===== src/rtl/dmem_arbiter.sv =====
// Arbitrates the single-port data memory between the pipeline MEM stage and a
// debug/loader master. The debug side gets bounded latency via a starvation
// counter, and can take exclusive ownership via a lock mode.
module dmem_arbiter #(
  parameter int unsigned STARVE_LIMIT = 4,
  parameter int unsigned AW           = 32,
  parameter int unsigned DW           = 32
) (
  input  logic          i_clk,
  input  logic          i_reset,
  // CPU (MEM stage) port
  input  logic          i_cpu_req,
  input  logic          i_cpu_we,
  input  logic [AW-1:0] i_cpu_addr,
  input  logic [DW-1:0] i_cpu_wdata,
  output logic [DW-1:0] o_cpu_rdata,
  output logic          o_cpu_stall,
  // Debug / loader port
  input  logic          i_dbg_req,
  input  logic          i_dbg_we,
  input  logic [AW-1:0] i_dbg_addr,
  input  logic [DW-1:0] i_dbg_wdata,
  output logic [DW-1:0] o_dbg_rdata,
  output logic          o_dbg_ack,
  input  logic          i_lock_req,
  output logic          o_lock_ack,
  // Data memory port
  output logic [AW-1:0] o_mem_addr,
  output logic [DW-1:0] o_mem_wdata,
  output logic          o_mem_read,
  output logic          o_mem_write,
  input  logic [DW-1:0] i_mem_rdata
);

  typedef enum logic [1:0] {
    StIdle,
    StDack,
    StLock,
    StLack
  } state_t;

  localparam logic [3:0] LimitCnt = 4'(STARVE_LIMIT);

  state_t        r_state;
  state_t        w_state_nxt;
  logic [3:0]    r_starve_cnt;
  logic [3:0]    w_starve_nxt;
  logic          r_dbg_ack;
  logic [DW-1:0] r_dbg_rdata;
  logic          r_lock_ack;

  logic          w_gnt_cpu;
  logic          w_gnt_dbg;
  logic          w_locked;

  assign w_locked = (r_state == StLock) || (r_state == StLack);

  // Grant decision; nothing is granted while reset is asserted
  always_comb begin
    w_gnt_cpu = 1'b0;
    w_gnt_dbg = 1'b0;
    if (i_reset) begin
      case (r_state)
        StIdle: begin
          // A pending lock request pre-empts a debug grant this cycle
          if (i_dbg_req && !i_lock_req && (!i_cpu_req || (r_starve_cnt == LimitCnt))) begin
            w_gnt_dbg = 1'b1;
          end else begin
            w_gnt_cpu = i_cpu_req;
          end
        end
        StDack:  w_gnt_cpu = i_cpu_req;
        StLock:  w_gnt_dbg = i_dbg_req && i_lock_req;
        default: ;
      endcase
    end
  end

  // Memory port mux and CPU-side outputs
  always_comb begin
    o_mem_addr  = '0;
    o_mem_wdata = '0;
    o_mem_read  = 1'b0;
    o_mem_write = 1'b0;
    if (w_gnt_dbg) begin
      o_mem_addr  = i_dbg_addr;
      o_mem_wdata = i_dbg_wdata;
      o_mem_read  = !i_dbg_we;
      o_mem_write = i_dbg_we;
    end else if (w_gnt_cpu) begin
      o_mem_addr  = i_cpu_addr;
      o_mem_wdata = i_cpu_wdata;
      o_mem_read  = !i_cpu_we;
      o_mem_write = i_cpu_we;
    end
  end

  assign o_cpu_rdata = i_mem_rdata;
  assign o_cpu_stall = i_reset &&
                       (w_locked || ((r_state == StIdle) && i_cpu_req && w_gnt_dbg));
  assign o_dbg_ack   = r_dbg_ack;
  assign o_dbg_rdata = r_dbg_rdata;
  assign o_lock_ack  = r_lock_ack;

  // Next-state and starvation counter update
  always_comb begin
    w_state_nxt  = r_state;
    w_starve_nxt = r_starve_cnt;
    case (r_state)
      StIdle: begin
        if (i_lock_req) begin
          w_state_nxt = StLock;
        end else if (w_gnt_dbg) begin
          w_state_nxt = StDack;
        end
        if (w_gnt_dbg || !i_dbg_req) begin
          w_starve_nxt = '0;
        end else if (w_gnt_cpu && (r_starve_cnt != LimitCnt)) begin
          w_starve_nxt = r_starve_cnt + 4'd1;
        end
      end
      StDack: w_state_nxt = i_lock_req ? StLock : StIdle;
      StLock: begin
        if (!i_lock_req) begin
          w_state_nxt = StIdle;
        end else if (w_gnt_dbg) begin
          w_state_nxt = StLack;
        end
      end
      StLack: w_state_nxt = i_lock_req ? StLock : StIdle;
      default: w_state_nxt = StIdle;
    endcase
  end

  // State, counter and debug handshake registers
  always_ff @(posedge i_clk or negedge i_reset) begin
    if (!i_reset) begin
      r_state      <= StIdle;
      r_starve_cnt <= '0;
      r_dbg_ack    <= 1'b0;
      r_dbg_rdata  <= '0;
      r_lock_ack   <= 1'b0;
    end else begin
      r_state      <= w_state_nxt;
      r_starve_cnt <= w_starve_nxt;
      r_dbg_ack    <= w_gnt_dbg;
      r_lock_ack   <= w_locked;
      if (w_gnt_dbg && !i_dbg_we) begin
        r_dbg_rdata <= i_mem_rdata;
      end
    end
  end

endmodule

===== config.mk =====
export PLATFORM = sky130hd
export DESIGN_NAME = dmem_arbiter
export DESIGN_NICKNAME = d
export VERILOG_FILES = /design/src/rtl/dmem_arbiter.sv
export SDC_FILE = /design/constraint.sdc
export NUM_CORES = 1
export LEC_CHECK = 0
export BUFFER_PORTS_ARGS = -buffer_cell sky130_fd_sc_hd__buf_2
export CAP_MARGIN = 15
export CORE_AREA = 2 2 117 119
export DETAILED_ROUTE_END_ITERATION = 6
export DIE_AREA = 0 0 119 121
export GPL_ROUTABILITY_DRIVEN = 1
export HOLD_SLACK_MARGIN = 0.08
export PLACE_DENSITY = 0.67
export SLEW_MARGIN = 20
export SYNTH_ARGS = -nofsm -noshare
export SYNTH_HDL_FRONTEND = slang
export SYNTH_SLANG_ARGS = --single-unit

===== constraint.sdc =====
create_clock -name i_clk -period 2.1 [get_ports i_clk]
set_clock_uncertainty 0.15 [all_clocks]
set_input_delay 0.21 -clock i_clk [delete_from_list [all_inputs] [get_ports i_clk]]
set_output_delay 0.21 -clock i_clk [all_outputs]
set_load 0.05 [all_outputs]

==> impl_results.md <==
* Fillers at 1,185
* Antenna cells at 0
* CTS tree: built
* Via Count at 3,854
* Final period utilization at 115%
* Pwr per Cell Area at 706 mW/mm^2
* Achievable clock frequency at 415 MHz
* Worst hold margin at -0.399 ns
* Worst min path class: primary input to asynchronous set/reset pin
* IO Port Bufs at 299
* Final min period at 2.41 ns
* Initial Utilization at 22.0%
* Sequential area share after synthesis at 34.7%
* DPL Wire Length at 10,500 um
* Initial drt markers at 121
* Max cap viols at 0
* Final hold violation count at 2
* Largest delay contributor family on the critical path: compound AO/OA/AOI/OAI gates
* Hold buffers post-CTS at 33
* Inserted Clock Buffers at 5
* Mapped Cells at 324
* Gr usage total at 18.7%
* DR vias/cell at 4.74
* Number of synthesized register bits at 40
* Levels on crit path at 8
* Mean Syn Cell Area at 8.90 um^2
* Synth warn at 0
* Cell variety after synth at 39
* ANT nets after route at 0
* Crit end category: output pin
* Reg2reg end: o_dbg_rdata[11]$_DFFE_PN0P_
* Layout cells sized above 1 at 65.9%
* Status: complete, but fails checks
* Post-Syn Area at 0.00288 mm^2
* EDFF count, synth at 0
* Commonest cells after routing, fill and taps aside: buf_2, a22o_4, buf_6
* Failing checks: negative hold slack, negative setup slack
* Longest Clk Path Bufs at 2
* Worst r2r path cells at 9
* Critical path's slowest cell: dfrtp_1
* Setup WS pre-CTS at -0.0839 ns
* Core Area at 0.0131 mm^2
* Total power at 4.47 mW
* Drt first pass iters at 4
* Later-pin clock latency in the skew report at 0.28 ns
* Startpoint Class: flip-flop
* Placer Congestion at 0.872
* Setup WS post-layout at -0.309 ns
* RSZ-0062 raised after global routing: true
* Largest net degree at the start of global routing at 45
* Share of the synthesized area in the top cell type at 34.7%
* Worst VDD drop at 0.500 mV
* Slew of the pin with the lowest slew margin at 0.548 ns
* Psw at 2.05 mW
* Vias in the first global route at 3,844
* Clk pin slew, worst setup/hold paths at 0.06 ns
* DRC Markers at 0
* Combinational share of power at 56.4%
* Die Area at 0.0144 mm^2
* Critical path class: flip-flop to output pin
* CTS root buffer: clkbuf_16
* DIE WIDTH at 119 um
* Initial antenna violation count at 1
* TNS Setup at -18.28 ns
* Worst-path fanout max at 12
* Leakage at 3.23 nW
* Grt total ovfl at 0
* WP data arrival at 2.05 ns
* Clock network fraction of total power at 19.6%
* First-pass GRT wire length at 21,300 um
* Final WL at 15,100 um
* Synth async-reset ratio at 100%
* Post-synth top area cell: dfrtp_1
* Cell-internal power at 2.42 mW
* Syn_nets at 493
* Final net count at 805
* Area Growth Syn to Fin at 120%
* Final Max Slew Viols at 0
* RR Startpoint: r_starve_cnt[1]$_DFFE_PN0P_
* IO Pins at 300
* Core Rows at 42
* Most common cell after layout, fill and taps aside: buf_2
* Setup violations, final at 66
* Bufs and invs on worst path at 4
* Net Sw Frac at 45.8%
* Flop pwr share at 24.0%
* Critical Path Max Stage Delay at 0.36 ns
* DR WL/cell at 18.5 um
* H-tree depth at 2
* CTS sink cnt at 40
* Slew margin rel. at 63.5%
* Die extent in y at 121 um
* CP required at 1.74 ns
* Flop-to-flop setup slack at 0.16 ns
* Critical path cell sequence: inv_2 > ha_4 > and3b_1 > o2111a_2 > buf_6 > buf_12 > a22o_4 > buf_8
* Top post-synthesis cells by area: dfrtp_1, a22o_1, buf_4
* Commonest register cell after synthesis: dfrtp_1
==> power by group through the flow <==
stage                     logic (mW)  registers [mW]  clock network [mW]
final                           2.52            1.07               0.876
after global routing            2.64            1.09               0.926
after CTS                       2.41            1.07               0.898
after detailed placement        2.21            1.07                   0
after global placement          2.18            1.08                   0
after floorplan                0.939            1.69                   0
==> area by class of cell <==
class / instances / area [um^2] / share of cell area [%]
inverters: 4 / 15.0 / 0.237
well taps: 176 / 220 / 3.48
repair buffers: 374 / 2920 / 46.1
multi-input cells: 211 / 2010 / 31.7
flip-flops and latches: 40 / 1000 / 15.8
clock inverters: 3 / 42.5 / 0.672
clock buffers: 5 / 125 / 1.98
==> stage by stage <==
step                cell area (um^2)  std cells  util [%]
floorplan                       3280        324         -
global placement                4960        759      37.9
detailed placement              4960        759      37.9
CTS                             6000        807      45.9
global route                    6330        813      48.4
finish                          6330        813      48.4
==> worst max path at each step <==
stage	start	end	slack, ns
6_report	r_starve_cnt[1]$_DFFE_PN0P_	o_mem_wdata[2]	-0.31
5_1_grt	r_starve_cnt[0]$_DFFE_PN0P_	o_mem_wdata[2]	-0.37
4_1_cts	r_starve_cnt[1]$_DFFE_PN0P_	o_mem_wdata[5]	-0.31
3_5_place_dp	r_starve_cnt[0]$_DFFE_PN0P_	o_mem_addr[31]	-0.08
3_3_place_gp	r_starve_cnt[1]$_DFFE_PN0P_	o_mem_wdata[11]	-0.02
2_1_floorplan	r_starve_cnt[0]$_DFFE_PN0P_	o_mem_addr[0]	-0.01
==> per-layer routing <==
| layer | part of all wire, % | global-route usage (%) | vias up | wire (um) |
|---|---|---|---|---|
| li1 | - | - | 1828 | - |
| met1 | 40 | 23.6 | 1824 | 6040 |
| met2 | 50 | 31.9 | 173 | 7560 |
| met3 | 7.7 | 5.03 | 27 | 1170 |
| met4 | 1.9 | 4.69 | 2 | 289 |
| met5 | 0.086 | 0 | - | 13 |
==> synth_stat cells, types with 2 or more instances <==
library cell,instances
a21oi_1,2
a22o_1,66
and3b_1,2
buf_2,11
buf_4,33
buf_6,5
clkbuf_1,20
dfrtp_1,40
ha_1,2
inv_1,4
nand2_1,33
nand2b_1,4
nand3_1,2
nand3b_1,2
nor2_1,2
o2111a_1,3
o211ai_1,5
o21ai_0,27
o21ai_1,10
o22ai_1,32
==> repair_timing <==
item / CTS / global route
hold endpoints to repair: 72 / 39
pin swaps: 3 / 11
gates cloned: 3 / 3
resized for setup: 133 / 46
setup buffers: 4 / 3
endpoints found under the setup margin: 67 / 98
==> state kept, by name, indices dropped and copies added, names as in the netlist <==
signal,count
r_starve_cnt,4
r_state,2
o_lock_ack,1
o_dbg_ack,1
o_dbg_rdata,32
==> cell families after synthesis <==
group / Yosys count / share of synthesized area, %
flip-flops: 40 / 34.7
buffers and inverters: 73 / 15.6
adder cells (fa/ha/maj): 2 / 0.868
AND/OR/NAND/NOR: 56 / 10.1
XOR/XNOR: 1 / 0.304
AO/OA/AOI/OAI: 152 / 38.5
No activity file was read; power rests on OpenSTA's default activity.
